--- src/rtl/cdc_event_scheduler.sv ---
// Serialises one-cycle event requests from N_REQ sources onto one shared pulse-synchronizer channel.
// Latency: a lone request reaches chan_pulse two edges after it is captured; one transfer is in flight at a time.
// Backpressure: none upstream; a repeat request against a pending flag is reported on drop.
module cdc_event_scheduler #(
    parameter int N_REQ = 4,
    parameter int GUARD = 2,
    parameter int TMO   = 64,
    localparam int IDW  = $clog2(N_REQ)
) (
    input  logic             aclk,
    input  logic             arst_n,
    input  logic [N_REQ-1:0] req_pulse,
    input  logic             chan_busy,
    output logic             chan_pulse,
    output logic [IDW-1:0]   chan_id,
    output logic [N_REQ-1:0] pend,
    output logic [N_REQ-1:0] drop,
    output logic             tmo_err,
    output logic             idle
);

    localparam int IDW1 = IDW + 1;

    typedef enum logic [2:0] {
        S_IDLE,
        S_ISSUE,
        S_WAIT_ACK,
        S_WAIT_REL,
        S_HOLD
    } state_t;

    state_t           state, state_nxt;
    logic [9:0]       cnt, cnt_nxt;
    logic             armed, armed_nxt;
    logic [IDW-1:0]   last_grant, last_nxt, id_nxt, winner;
    logic [IDW1-1:0]  idx_sum;
    logic             found, tmo_nxt;
    logic [N_REQ-1:0] clr, pend_nxt, drop_nxt;

    // Round-robin search starting one past the previous grant.
    always_comb begin
        winner  = '0;
        found   = 1'b0;
        idx_sum = '0;
        for (int off = 1; off <= N_REQ; off++) begin
            idx_sum = IDW1'(last_grant) + IDW1'(off);
            if (idx_sum >= IDW1'(N_REQ)) begin
                idx_sum = idx_sum - IDW1'(N_REQ);
            end
            if (!found && pend[idx_sum[IDW-1:0]]) begin
                winner = idx_sum[IDW-1:0];
                found  = 1'b1;
            end
        end
    end

    // A new request beats the ISSUE clear of the same flag.
    always_comb begin
        clr = '0;
        if (state == S_ISSUE) begin
            clr[chan_id] = 1'b1;
        end
        pend_nxt = (pend & ~clr) | req_pulse;
        drop_nxt = req_pulse & pend & ~clr;
    end

    always_comb begin
        state_nxt = state;
        cnt_nxt   = cnt;
        armed_nxt = armed;
        id_nxt    = chan_id;
        last_nxt  = last_grant;
        tmo_nxt   = 1'b0;
        case (state)
            // IDLE spends one settle cycle seeing work before arbitrating.
            S_IDLE: begin
                if (pend != '0) begin
                    if (armed) begin
                        state_nxt = S_ISSUE;
                        id_nxt    = winner;
                        armed_nxt = 1'b0;
                    end else begin
                        armed_nxt = 1'b1;
                    end
                end
            end
            S_ISSUE: begin
                last_nxt  = chan_id;
                cnt_nxt   = '0;
                state_nxt = S_WAIT_ACK;
            end
            S_WAIT_ACK: begin
                if (chan_busy) begin
                    state_nxt = S_WAIT_REL;
                end else if (cnt == 10'(TMO - 1)) begin
                    tmo_nxt   = 1'b1;
                    cnt_nxt   = '0;
                    state_nxt = (GUARD == 0) ? S_IDLE : S_HOLD;
                end else begin
                    cnt_nxt = cnt + 10'd1;
                end
            end
            S_WAIT_REL: begin
                if (!chan_busy) begin
                    cnt_nxt   = '0;
                    state_nxt = (GUARD == 0) ? S_IDLE : S_HOLD;
                end
            end
            S_HOLD: begin
                if (cnt == 10'(GUARD - 1)) begin
                    state_nxt = S_IDLE;
                end else begin
                    cnt_nxt = cnt + 10'd1;
                end
            end
            default: state_nxt = S_IDLE;
        endcase
    end

    always_ff @(posedge aclk or negedge arst_n) begin
        if (!arst_n) begin
            state      <= S_IDLE;
            cnt        <= '0;
            armed      <= 1'b0;
            chan_id    <= '0;
            last_grant <= IDW'(N_REQ - 1);
            pend       <= '0;
            drop       <= '0;
            tmo_err    <= 1'b0;
        end else begin
            state      <= state_nxt;
            cnt        <= cnt_nxt;
            armed      <= armed_nxt;
            chan_id    <= id_nxt;
            last_grant <= last_nxt;
            pend       <= pend_nxt;
            drop       <= drop_nxt;
            tmo_err    <= tmo_nxt;
        end
    end

    assign chan_pulse = (state == S_ISSUE);
    assign idle       = (state == S_IDLE) && (pend == '0);

endmodule

--- config.mk ---
export PLATFORM = sky130hd
export DESIGN_NAME = cdc_event_scheduler
export DESIGN_NICKNAME = d
export VERILOG_FILES = /design/src/rtl/cdc_event_scheduler.sv
export SDC_FILE = /design/constraint.sdc
export NUM_CORES = 1
export LEC_CHECK = 0
export CORE_ASPECT_RATIO = 0.5
export CORE_MARGIN = 3
export CORE_UTILIZATION = 45
export DETAILED_ROUTE_END_ITERATION = 16
export PLACE_DENSITY = 0.71
export SYNTH_ARGS = -nofsm -noshare
export SYNTH_HDL_FRONTEND = slang
export SYNTH_SLANG_ARGS = --single-unit
--- constraint.sdc ---
create_clock -name aclk -period 2 [get_ports aclk]
set_input_delay 0.4 -clock aclk [delete_from_list [all_inputs] [get_ports aclk]]
set_output_delay 0.4 -clock aclk [all_outputs]
set_load 0.02 [all_outputs]
==> summary by stage <==
Routing
The detailed-route via count is 1172. After detailed routing, the average wire length per cell comes to 13.66 um. The number of nets still failing antenna checks after routing is 0. For this block, the routed nets add up to 2895 um of wire. The number of vias per cell after detailed routing is 5.528. For this run, design rule violations remaining after detail routing come to 0. In this run, the number of DRC markers left after iteration 0 of detailed routing was 51. The first detailed-routing pass took 4 iterations.

Critical path
The maximum fanout along the worst path is 4. Among cell families on the critical path, the largest total delay comes from simple AND/OR/NAND/NOR gates. For the worst setup path, the data arrival time is 2.10 ns. The library cell contributing the largest single delay on the critical path is sky130_fd_sc_hd__or4_4. The worst setup path is launched from a register. The data required time of the critical path is 2.16 ns. The critical path contains buffers and inverters numbering 0 combined. The largest stage delay on the critical path is 0.55 ns. The worst setup path is captured at a register. Traced cell by cell, the critical path runs through or4_4 > nor3_2 > a21oi_1 > and3_1 > a221o_1. The path type of the worst setup path is register to register.

Power
The switching share of power is 0.3889. Of the total power, registers draw 0.383. The power density over the cells is 1197 nW/um^2. VDD sags by at most 0.5859 mV.

In this run the power spent charging and discharging nets is 0.8139 mW. The proportion of power drawn by combinational gates is 0.475. The share of total power dissipated in the clock network is 0.142. The internal portion of the total power is 1.279 mW. For this design the static power due to leakage is 0.7739 nW.

Finish
The number of nets in the finished design is 185. The multi-input combinational cells in the finished layout cover a total of 648.1 sq um. The number of inserted filler cells in the final layout is 230. The count of placed standard cells in the final layout, fillers left out is 212. The growth of design area from synthesis to finish is 28.61%.

The total area of sequential cells is 678.2 sq um. 0 antenna diodes ended up in the layout. Once layout is complete, the utilization of the core stands at 0.6401.

The share of final-layout standard cells stronger than drive strength 1 is 0.1714.

Clock network
The deepest clock path buffer count is 2. The quantity of hold-fixing buffers added after cts is 0. TritonCTS created 3 clock buffers. After clock tree synthesis, the clock-pin slew on the worst setup and hold paths is 0.09 ns.

TritonCTS built the clock tree. The number of sinks driven by the clock tree is 27. The H-tree depth is 1. The clock reaches the later pin of the worst-skew pair after 0.26 ns. The root buffer cell chosen for the clock tree is sky130_fd_sc_hd__clkbuf_8.

Timing
The highest achievable clock rate is 0.5143 GHz. Setup repair after global routing could not meet its margin everywhere. For the final database, setup skew stands at 0.001841 ns.

The pin slew with the least headroom to its limit is 0.3741 ns. The number of hold violations in the final report is 0. The setup total negative slack is 0 ns.

The max-slew violation total from the final report was 0. The final cycle utilization of the critical path is 0.9721. The number of endpoints failing setup at the final stage is 0. The post-layout minimum cycle time is 1.944 ns. The tightest slew margin relative to the limit is 0.7487.

Run status
The flow ran to the end, and the final reports show no timing, DRC or antenna violations.

Synth
During synthesis, Yosys emitted a total of 0 warnings. The mean area per synthesized cell is 9.855 sq um. Sorting the synthesized cells by area gives the leading types as sky130_fd_sc_hd__dfrtp_1, sky130_fd_sc_hd__nor2_1, sky130_fd_sc_hd__dfstp_2, sky130_fd_sc_hd__nand2_1, sky130_fd_sc_hd__o21ai_0. In this run the cell area of the synthesized design comes to 1360 sq um.

The number of enable-type register cells in the synthesized netlist is 0. The post-synth net total is 147. The post-synthesis async set-or-reset flop share is 1.000.

The cell count after synthesis is 138. The count of different cell masters after synthesis is 38. The most used flip-flop cell after synthesis is sky130_fd_sc_hd__dfrtp_1.

The largest total area in the synthesized netlist belongs to sky130_fd_sc_hd__dfrtp_1. The share of synthesized area in the top cell type comes to 0.4600. The commonest cells after synthesis are sky130_fd_sc_hd__dfrtp_1, sky130_fd_sc_hd__nor2_1, sky130_fd_sc_hd__nand2_1, sky130_fd_sc_hd__o21ai_0, sky130_fd_sc_hd__inv_1. The register bit count reported by yosys is 27. Yosys instantiated no cell more often than sky130_fd_sc_hd__dfrtp_1. The share of the Yosys chip area taken by registers is 0.4986.

Floorplan
After floorplanning, the core was sized to cover 2733 sq um. The die outline area is 3758 sq um. For this configuration, the core starts out at a cell density of 0.4977. In this run the core area contains 13 standard-cell rows. The die height is 44.88 um. 20 I/O pins were placed.

The overall die width is 83.75 um.

Placed design
Routability-driven placement finished with a final weighted congestion of 0.7903. The placed cell count is 207. During placement, the flow inserted port buffers numbering 19. Once detailed placement completed, the half-perimeter wirelength came to 2139 um.

Global routing
The global-route usage over all layers is 0.1687. The initial antenna violation count is 0. The via count of the first global-routing pass is 1139. The first global-routing pass estimated 5002 um of wire.

For this run the aggregate overflow at the end of global routing stands at 0. The pin count of the biggest net entering global routing is 28.

Min path
The worst hold path belongs to the class primary input to async pin.

Flow run
Max-cap violations in this run came to 0.
[area by class of cell]
cell class / instances / share of cell area
clock buffer: 4 / 0.02575
inverter: 8 / 0.01717
multi-input combinational: 102 / 0.3705
sequential: 27 / 0.3877
tap: 37 / 0.02647
timing repair buffer: 34 / 0.1724
[what timing repair did]
item / 4_1_cts / 5_1_grt
pin swaps: 1 / 0
cloned: 0 / 0
buffers inserted: 1 / 0
endpoints found under the setup margin: 3 / 3
resized for setup: 2 / 1
[worst reg2reg max path, delay by kind of cell, from the launching register on]
family	cells	cell delay, ns
flip-flops	1	0.38
AND/OR/NAND/NOR	3	1.02
AO/OA/AOI/OAI	2	0.43
[per-layer routing]
metal	vias to the layer above	track usage	part of all wire
li1	568	-	-
met1	570	0.2012	0.48
met2	28	0.3002	0.47
met3	6	0.04007	0.038
met4	0	0.08013	0.019
met5	-	0	0
[registers in the layout (all words and copies together) (netlist names)]
name        cells
tmo_err         1
chan_id         2
state           3
armed           1
cnt            10
drop            4
pend            4
last_grant      2
[metrics by stage]
| step | worst slack [ns] | power [mW] | hold WS, ns | instance area [sq um] |
|---|---|---|---|---|
| global placement | 0.001251 | 1.748 | 0.4937 | 1698 |
| CTS | 0.06318 | 2.101 | 0.5038 | 1748 |
| finish | 0.05575 | 2.093 | 0.4996 | 1749 |
| floorplan | 0.08733 | 1.398 | 0.1044 | 1360 |
| global route | -0.01253 | 2.241 | 0.5230 | 1749 |
| detailed placement | -0.01413 | 1.779 | 0.4990 | 1698 |
[path summary, 6_finish.rpt]
kind	to	slack, ns	from	cells past startpoint
max	cnt[6]	0.06	cnt[7]	5
min	state[0]	0.50	arst_n	2
max reg2reg	cnt[6]	0.06	cnt[7]	5
min reg2reg	armed	0.51	armed	1
max in group asynchronous	last_grant[1]	1.20	arst_n	2
min in group aclk	armed	0.51	armed	1
[placed cells by master (no fill, tap or decap), types with 2 or more instances in the layout]
master	netlist	final
sky130_fd_sc_hd__dfrtp_1	25	25
sky130_fd_sc_hd__clkdlybuf4s50_1	0	17
sky130_fd_sc_hd__nor2_1	16	16
sky130_fd_sc_hd__buf_4	0	15
sky130_fd_sc_hd__nand2_1	14	14
sky130_fd_sc_hd__o21ai_0	9	9
sky130_fd_sc_hd__inv_1	8	8
sky130_fd_sc_hd__nand2b_1	5	5
sky130_fd_sc_hd__a21oi_1	5	5
sky130_fd_sc_hd__a22o_1	5	5
sky130_fd_sc_hd__nand3_1	4	4
sky130_fd_sc_hd__and3_1	4	4
sky130_fd_sc_hd__o31ai_1	3	3
sky130_fd_sc_hd__a21o_1	3	3
sky130_fd_sc_hd__nor3_1	3	3
sky130_fd_sc_hd__nor2b_1	3	3
sky130_fd_sc_hd__clkbuf_8	0	3
sky130_fd_sc_hd__or2_2	2	2
sky130_fd_sc_hd__a31oi_1	2	2
sky130_fd_sc_hd__mux2_2	2	2
sky130_fd_sc_hd__or3_1	2	2
sky130_fd_sc_hd__o211ai_1	2	2
sky130_fd_sc_hd__ha_1	2	2
sky130_fd_sc_hd__dfstp_2	2	2
[power groups by stage]
stage	combinational [mW]	clock (mW)	sequential [mW]
2_1_floorplan	0.535	0	0.863
3_3_place_gp	0.944	0	0.804
3_5_place_dp	0.970	0	0.809
4_1_cts	0.992	0.312	0.797
5_1_grt	1.09	0.332	0.816
6_report	0.994	0.298	0.801
[logic make-up after synthesis]
group           count (synthesis)  share of synthesized area
buf+inv                         9                    0.02484
flops                          27                     0.4986
fa+ha+maj                       2                    0.01840
compound gates                 35                     0.1840
xor+xnor                        1                   0.006441
simple gates                   61                     0.2438
mux                             3                    0.02392
(Power assumes the default switching activity.)
